## src/rtl/scan_test_controller.sv

```systemverilog
// Scan test sequencer: shift-in, single capture, shift-out, parallel response.
// Optional SCAN_COMPARE_EN adds EXPECTED input and registered PASS output.
module scan_test_controller #(
   parameter int   CHAIN_LEN = 4,
   parameter logic SI_FILL   = 1'b0
) (
   input  logic                 clk,
   input  logic                 rstn,
   input  logic                 start,
   input  logic                 abort,
   input  logic [CHAIN_LEN-1:0] pattern,
`ifdef SCAN_COMPARE_EN
   input  logic [CHAIN_LEN-1:0] expected,
   output logic                 pass,
`endif
   input  logic                 so,
   output logic                 se,
   output logic                 si,
   output logic                 busy,
   output logic                 done,
   output logic [CHAIN_LEN-1:0] response
);

   localparam int             CW       = $clog2(CHAIN_LEN + 1);
   localparam logic [CW-1:0]  CNT_LOAD = CW'(CHAIN_LEN - 1);
   localparam logic [CW-1:0]  CNT_ONE  = CW'(1);
   localparam logic [CW-1:0]  CNT_ZERO = CW'(0);

   typedef enum logic [1:0] {
      IDLE      = 2'd0,
      SHIFT_IN  = 2'd1,
      CAPTURE   = 2'd2,
      SHIFT_OUT = 2'd3
   } state_t;

   state_t               state_r, state_s;
   logic [CW-1:0]        cnt_r, cnt_s;
   logic [CHAIN_LEN-1:0] pat_r, pat_s;
   logic [CHAIN_LEN-1:0] sh_r, sh_s;
   logic [CHAIN_LEN-1:0] resp_r, resp_s;
   logic                 se_r, se_s;
   logic                 si_r, si_s;
   logic                 busy_r, busy_s;
   logic                 done_r, done_s;
`ifdef SCAN_COMPARE_EN
   logic [CHAIN_LEN-1:0] exp_r, exp_s;
   logic                 pass_r, pass_s;
`endif

   // Next-state and next-output logic for the test sequence.
   always_comb begin
      state_s = state_r;
      cnt_s   = cnt_r;
      pat_s   = pat_r;
      sh_s    = sh_r;
      resp_s  = resp_r;
      se_s    = se_r;
      si_s    = si_r;
      busy_s  = busy_r;
      done_s  = 1'b0;
`ifdef SCAN_COMPARE_EN
      exp_s   = exp_r;
      pass_s  = pass_r;
`endif
      if (abort) begin
         state_s = IDLE;
         cnt_s   = CNT_ZERO;
         se_s    = 1'b0;
         si_s    = SI_FILL;
         busy_s  = 1'b0;
      end else begin
         case (state_r)
            IDLE: begin
               if (start) begin
                  state_s = SHIFT_IN;
                  cnt_s   = CNT_LOAD;
                  se_s    = 1'b1;
                  si_s    = pattern[CHAIN_LEN-1];
                  pat_s   = pattern << 1'b1;
                  busy_s  = 1'b1;
`ifdef SCAN_COMPARE_EN
                  exp_s   = expected;
`endif
               end else begin
                  se_s   = 1'b0;
                  si_s   = SI_FILL;
                  busy_s = 1'b0;
               end
            end
            SHIFT_IN: begin
               if (cnt_r == CNT_ZERO) begin
                  state_s = CAPTURE;
                  se_s    = 1'b0;
                  si_s    = SI_FILL;
               end else begin
                  cnt_s = cnt_r - CNT_ONE;
                  si_s  = pat_r[CHAIN_LEN-1];
                  pat_s = pat_r << 1'b1;
               end
            end
            CAPTURE: begin
               state_s = SHIFT_OUT;
               cnt_s   = CNT_LOAD;
               se_s    = 1'b1;
               si_s    = SI_FILL;
            end
            SHIFT_OUT: begin
               // The counter value equals the response bit index being sampled.
               for (int k = 0; k < CHAIN_LEN; k++) begin
                  sh_s[k] = (cnt_r == CW'(k)) ? so : sh_r[k];
               end
               if (cnt_r == CNT_ZERO) begin
                  state_s = IDLE;
                  se_s    = 1'b0;
                  si_s    = SI_FILL;
                  busy_s  = 1'b0;
                  done_s  = 1'b1;
                  resp_s  = sh_s;
`ifdef SCAN_COMPARE_EN
                  pass_s  = (sh_s == exp_r) ? 1'b1 : 1'b0;
`endif
               end else begin
                  cnt_s = cnt_r - CNT_ONE;
               end
            end
            default: begin
               state_s = IDLE;
               cnt_s   = CNT_ZERO;
               se_s    = 1'b0;
               si_s    = SI_FILL;
               busy_s  = 1'b0;
            end
         endcase
      end
   end

   // State and output registers.
   always_ff @(posedge clk or negedge rstn) begin
      if (!rstn) begin
         state_r <= IDLE;
         cnt_r   <= CNT_ZERO;
         pat_r   <= {CHAIN_LEN{1'b0}};
         sh_r    <= {CHAIN_LEN{1'b0}};
         resp_r  <= {CHAIN_LEN{1'b0}};
         se_r    <= 1'b0;
         si_r    <= SI_FILL;
         busy_r  <= 1'b0;
         done_r  <= 1'b0;
`ifdef SCAN_COMPARE_EN
         exp_r   <= {CHAIN_LEN{1'b0}};
         pass_r  <= 1'b0;
`endif
      end else begin
         state_r <= state_s;
         cnt_r   <= cnt_s;
         pat_r   <= pat_s;
         sh_r    <= sh_s;
         resp_r  <= resp_s;
         se_r    <= se_s;
         si_r    <= si_s;
         busy_r  <= busy_s;
         done_r  <= done_s;
`ifdef SCAN_COMPARE_EN
         exp_r   <= exp_s;
         pass_r  <= pass_s;
`endif
      end
   end

   assign se       = se_r;
   assign si       = si_r;
   assign busy     = busy_r;
   assign done     = done_r;
   assign response = resp_r;
`ifdef SCAN_COMPARE_EN
   assign pass     = pass_r;
`endif

endmodule

```

## config.mk

```make
export PLATFORM = sky130hd
export DESIGN_NAME = scan_test_controller
export DESIGN_NICKNAME = d
export VERILOG_FILES = /design/src/rtl/scan_test_controller.sv
export SDC_FILE = /design/constraint.sdc
export NUM_CORES = 1
export LEC_CHECK = 0
export ABC_AREA = 0
export BUFFER_PORTS_ARGS = -buffer_cell sky130_fd_sc_hd__buf_2
export CORE_UTILIZATION = 60
export DETAILED_ROUTE_END_ITERATION = 12
export PLACE_DENSITY = 0.89
export REMOVE_ABC_BUFFERS = 1
export SLEW_MARGIN = 10
export SYNTH_ARGS = -nofsm -noshare
export SYNTH_HDL_FRONTEND = slang
export SYNTH_SLANG_ARGS = --single-unit
export TNS_END_PERCENT = 100
```

## constraint.sdc

```tcl
create_clock -name clk -period 3.21 [get_ports clk]
set_input_delay 0.1605 -clock clk [delete_from_list [all_inputs] [get_ports clk]]
set_output_delay 0.1605 -clock clk [all_outputs]
set_load 0.05 [all_outputs]
```

# --- After elaboration in Yosys (flattened, before gate mapping) ---
# Index checks and enable logic that the tools add are counted.
op_classes:
  multipliers: 0
  order_cmp: 0
  muxes: 29
  n_reduce_logical: 11
  eq_ne: 13
  shift: 0
  div_mod_pow: 0
  n_addsub: 1
  n_bitwise: 1
ops:
  columns: ["operator", "n"]
  rows:
  - ["$mux 1", 14]
  - ["$ne 3x3->1 const B", 4]
  - ["$mux 3", 3]
  - ["$pmux 3 s3", 1]
  - ["$mux 2", 4]
  - ["$mux 4", 2]
  - ["$pmux 2 s4", 1]
  - ["$pmux 4 s2", 1]
  - ["$eq 3x2->1 const B", 2]
  - ["$reduce_and 2->1", 3]
  - ["$reduce_and 3->1", 2]
  - ["$eq 2x2->1 const B", 2]
  - ["$ne 2x2->1 const B", 2]
  - ["$pmux 1 s4", 1]
  - ["$reduce_and 4->1", 1]
  - ["$eq 3x1->1 const B", 1]
  - ["$logic_not 3->1", 1]
  - ["$ne 3x1->1 const B", 1]
  - ["$pmux 1 s3", 1]
  - ["$reduce_bool 3->1", 1]
  - ["$sub 3x1->3 const B", 1]
  - ["$eq 2x1->1 const B", 1]
  - ["$logic_not 2->1", 1]
  - ["$pmux 1 s2", 1]
  - ["3 further kinds", 3]
totals:
  word_cells: 64
  reg_bits: 21
  out_inout_bits: 8
  inputBits: 9
  ramBits: 0
  romBits: 0
  latch_bits: 0
  memories: 0

# --- Logic depth before layout (Yosys ltp) ---
depth:
  ltp_word: 4
  ltp_mapped: 6
  ltp_nobuf: 5

# --- Least setup slack after synthesis ---
# OpenSTA, ideal clock, no wires.
synth_path:
  path_type: "register to register"
  start: "reg cnt_r[0]"
  end: "reg cnt_r[0]"
  required_ns: 3.099
  slack_ns: 1.742
  period_less_slack_ns: 1.468
  stages_incl_launch_ff: 6
  n_path_buf: 0
  t_arrival_ns: 1.356
  setup_ns: 0.111
  cell_sequence: "dfrtp_1 -> inv_1 -> ha_1 -> and2b_2 -> nor4_1 -> a2111oi_2"
synth_between:
  elab_chain_len: 4
  word_cells_on_any_way: 7
  classes_between: "add/sub: 1; eq/ne: 1; mux: 3; reduce/logical: 2"
synth_rtl:
  columns: ["element", "line", "rtl"]
  rows:
  - ["from (decl)", "37", "logic [CW-1:0] cnt_r, cnt_s;"]
  - ["from (signal assigned)", "155", "cnt_r <= cnt_s;"]
  - ["$sub 3x1->3", "96, 123", null]
  - ["$mux 3", "91, 112", null]
  - ["$pmux 3 s3", "72", "case (state_r)"]
  - ["$mux 3", "65", "if (abort) begin"]
# Several ways; a longest one is shown, not always the timed one. The select of a mux whose other input is x is not followed.
# A chain may end at the register's enable or synchronous reset.

# --- Final worst setup path ---
layout_path:
  start: "reg state_r[0]"
  end: "reg cnt_r[0]"
layout_between:
  elab_chain_len: 4
  word_cells_on_any_way: 10
  classes_between: "eq/ne: 5; mux: 2; reduce/logical: 3"
layout_rtl:
  columns: ["element", "line", "rtl"]
  rows:
  - ["from (decl)", "36", "state_t state_r, state_s;"]
  - ["from (signal assigned)", "154", "state_r <= state_s;"]
  - ["$eq 2x2->1 or $eq 2x1->1 (tied branches)", "72", null]
  - ["$reduce_or 2->1 (no source line)", null, null]
  - ["$pmux 3 s3 or $ne 3x3->1 (tied branches)", null, null]
  - ["$mux 3 or $reduce_and 2->1 (tied branches)", null, null]
# Several ways; a longest one is shown, not always the timed one.

==> results.py <==
metrics = {
    "run_status": {
        "status": "finished, final reports clean",
    },
    "timing": {
        "hold_ws_ns": 0.139,
        "drv_slew": 0,
        "skew_ns": 0.00798,
        "hold_viol_final": 0,
        "tightest_slew_ns": 0.452,
        "rsz0062_at_grt": "false",
        "period_minus_slack_ns": 1.84,
        "max-slew-margin-rel": 0.699,
        "fin_setup_tns_ns": 0,
        "fmax_mhz": 543,
        "finalCritPeriodShare": 0.574,
        "setup_viol": 0,
    },
    "synthesis": {
        "synth-async-reset-ratio": 1.00,
        "yosys.area_share.simple": 0.225,
        "synth_mux_area_frac": 0.0789,
        "synthXorXnorAreaFrac": 0,
        "synth_compound_area_frac": 0.155,
        "synthFlopType": "dfrtp_1",
        "syn-mean-instance-area_um2": 10.3,
        "synth_edf_count": 0,
        "synth_warnings": 0,
        "yosysUniqueCellTypes": 43,
        "synth.cell_area_um2": 1190,
        "synth_top_family_by_area": "simple AND/OR/NAND/NOR gates",
        "syn_inst": 115,
        "synth_fa_ha_area_frac": 0.0946,
        "yosysSeqAreaShare": 0.400,
        "synth-seq-cells": 19,
    },
    "setup_path": {
        "cp.required_ns": 3.42,
        "slowest_delay_ns": 0.45,
        "slowest_stage": "ha_1",
        "timing.critical_path.max_delay_family": "adder cells",
        "worstSetupEndpointType": "flip-flop",
        "worstPathCellList": "inv_1 > ha_1 > nor2b_4 > nor4_1 > a2111oi_2",
        "critPathBufInv": 1,
        "worstSetupStartpointType": "flip-flop",
        "worstPathArrival_ns": 2.05,
        "crit_fanout": 13,
        "critPathKind": "flip-flop to flip-flop",
    },
    "clocking": {
        "htree_levels": 1,
        "clk_pin_slew_ns": 0.11,
        "cts_sinks": 19,
        "cts_root_buf": "clkbuf_4",
        "cts_made_buffers": 3,
        "hold_buffers": 1,
        "clockBufferDepth": 2,
        "cts_resized": 0,
        "cts_tree": "yes",
        "cts_setup_buffers": 0,
        "clk_latency_ns": 0.31,
    },
    "final_layout": {
        "fillers": 129,
        "n_antenna_cell": 0,
        "utilization": 0.733,
        "fin_area_um2": 1310,
        "drive_gt1_frac": 0.237,
        "syn_to_final_growth_pct": 9.88,
        "finish.net_count": 150,
    },
    "route": {
        "drt_iter0_drc": 23,
        "wl_per_cell_um": 15.5,
        "vias_per_cell": 6.16,
        "drtAntennaViolNets": 0,
        "drc": 0,
        "num_vias": 961,
        "drtPass1Iterations": 4,
        "routed_wl_um": 2410,
    },
    "global_routing": {
        "grt_overflow": 0,
        "grt_usage": 0.242,
        "antenna_found_initial": 0,
        "grt_pass1_wl_um": 3660,
        "grt_max_degree": 20,
        "grt_pass1_vias": 868,
    },
    "power": {
        "finalPower_uw": 1230,
        "p_leak_uw": 0.000618,
        "powerDensity_nw_per_um2": 941,
        "ir_drop_uv": 544,
    },
    "flow_run": {
        "maxCapViolCount": 0,
    },
    "place": {
        "place_hpwl_um": 1730,
        "place_congestion": 0.748,
        "portBuffers": 16,
        "dpl_cell_area_um2": 1270,
    },
    "floorplan": {
        "num_rows": 15,
        "die_h_um": 46.5,
        "ioPinCount": 17,
        "dieArea_um2": 2170,
        "fp.dieW_um": 46.5,
        "start_util": 0.667,
        "core_um2": 1780,
    },
    "worst_hold_path": {
        "hold_class": "input port to flip-flop",
    },
}
## flip-flops by register name, indices dropped and copies added, names as in the netlist
register / flops
pat_r: 3
si: 1
cnt_r: 3
response: 4
done: 1
se: 1
busy: 1
sh_r: 3
state_r: 2
## through the flow
stage,std cells,worst slack (ns)
global placement,151,1.54
global route,156,1.28
detailed placement,151,1.42
finish,156,1.37
CTS,156,1.39
floorplan,110,1.62
## synthesized netlist by cell type, types with 3 or more instances
library cell / instances / share of area
dfrtp_1: 19 / 0.40
a21oi_1: 9 / 0.038
ha_1: 9 / 0.095
nand2_1: 8 / 0.025
inv_1: 6 / 0.019
mux2i_1: 6 / 0.050
a211oi_1: 5 / 0.032
nor2_1: 5 / 0.016
buf_2: 3 / 0.013
mux2_1: 3 / 0.028
nand2b_1: 3 / 0.016
## area by class of cell
type	count	area, µm²	area share
multi-input combinational	84	658	0.503
sequential	19	475	0.364
timing repair buffer	17	90.1	0.0689
tap	25	31.3	0.0239
clock buffer	4	26.3	0.0201
inverter	7	26.3	0.0201
## power breakdown
part           internal [µW]  switching [µW]
Sequential               335            76.3
Combinational            251             442
Clock                   48.6            77.4
## kinds of logic after synthesis
family                   after synthesis
AND/OR/NAND/NOR                       41
AO/OA/AOI/OAI                         25
adder cells (fa/ha/maj)                9
buffers and inverters                 12
flip-flops                            19
multiplexers                           9
## path summary, 6_finish.rpt
| kind | end | from | depth (start not counted) | slack [ns] |
|---|---|---|---|---|
| worst max-delay path | cnt_r[0] | state_r[0] | 5 | 1.37 |
| worst min-delay path | response[0] | so | 3 | 0.14 |
| worst max register to register | cnt_r[0] | state_r[0] | 5 | 1.37 |
| worst min register to register | sh_r[2] | sh_r[2] | 1 | 0.51 |
| max in group asynchronous | sh_r[1] | rstn | 2 | 2.59 |
| min in group asynchronous | response[2] | rstn | 2 | 0.31 |
## cells in the final DEF (no fill, tap or decap), drive strengths merged, types with 2 or more instances in the layout
cell type  instances
o41ai              2
nand4              2
a21oi              9
inv                7
dfrtp             19
or3b               2
clkbuf             4
nand2              8
or2                4
nand2b             4
a211oi             5
ha                 9
nand4bb            2
buf               16
nor3b              2
mux2               3
nor2b              2
nor2               6
mux2i              6
nor3               2
o21ai              2
## worst min-delay path, cell delays in order
cell	delay, ns
buf_2	0.13
nand2_1	0.06
o21ai_1	0.05
## layer usage
metal	vias up	routed length, µm	part of all wire	global-route usage
met5	-	0	0	0
met4	0	38	0.016	0.129
met3	5	133	0.055	0.0431
met2	40	1210	0.50	0.411
met1	465	1030	0.43	0.285
li1	451	-	-	-
No activity file was read; power rests on OpenSTA's default activity.
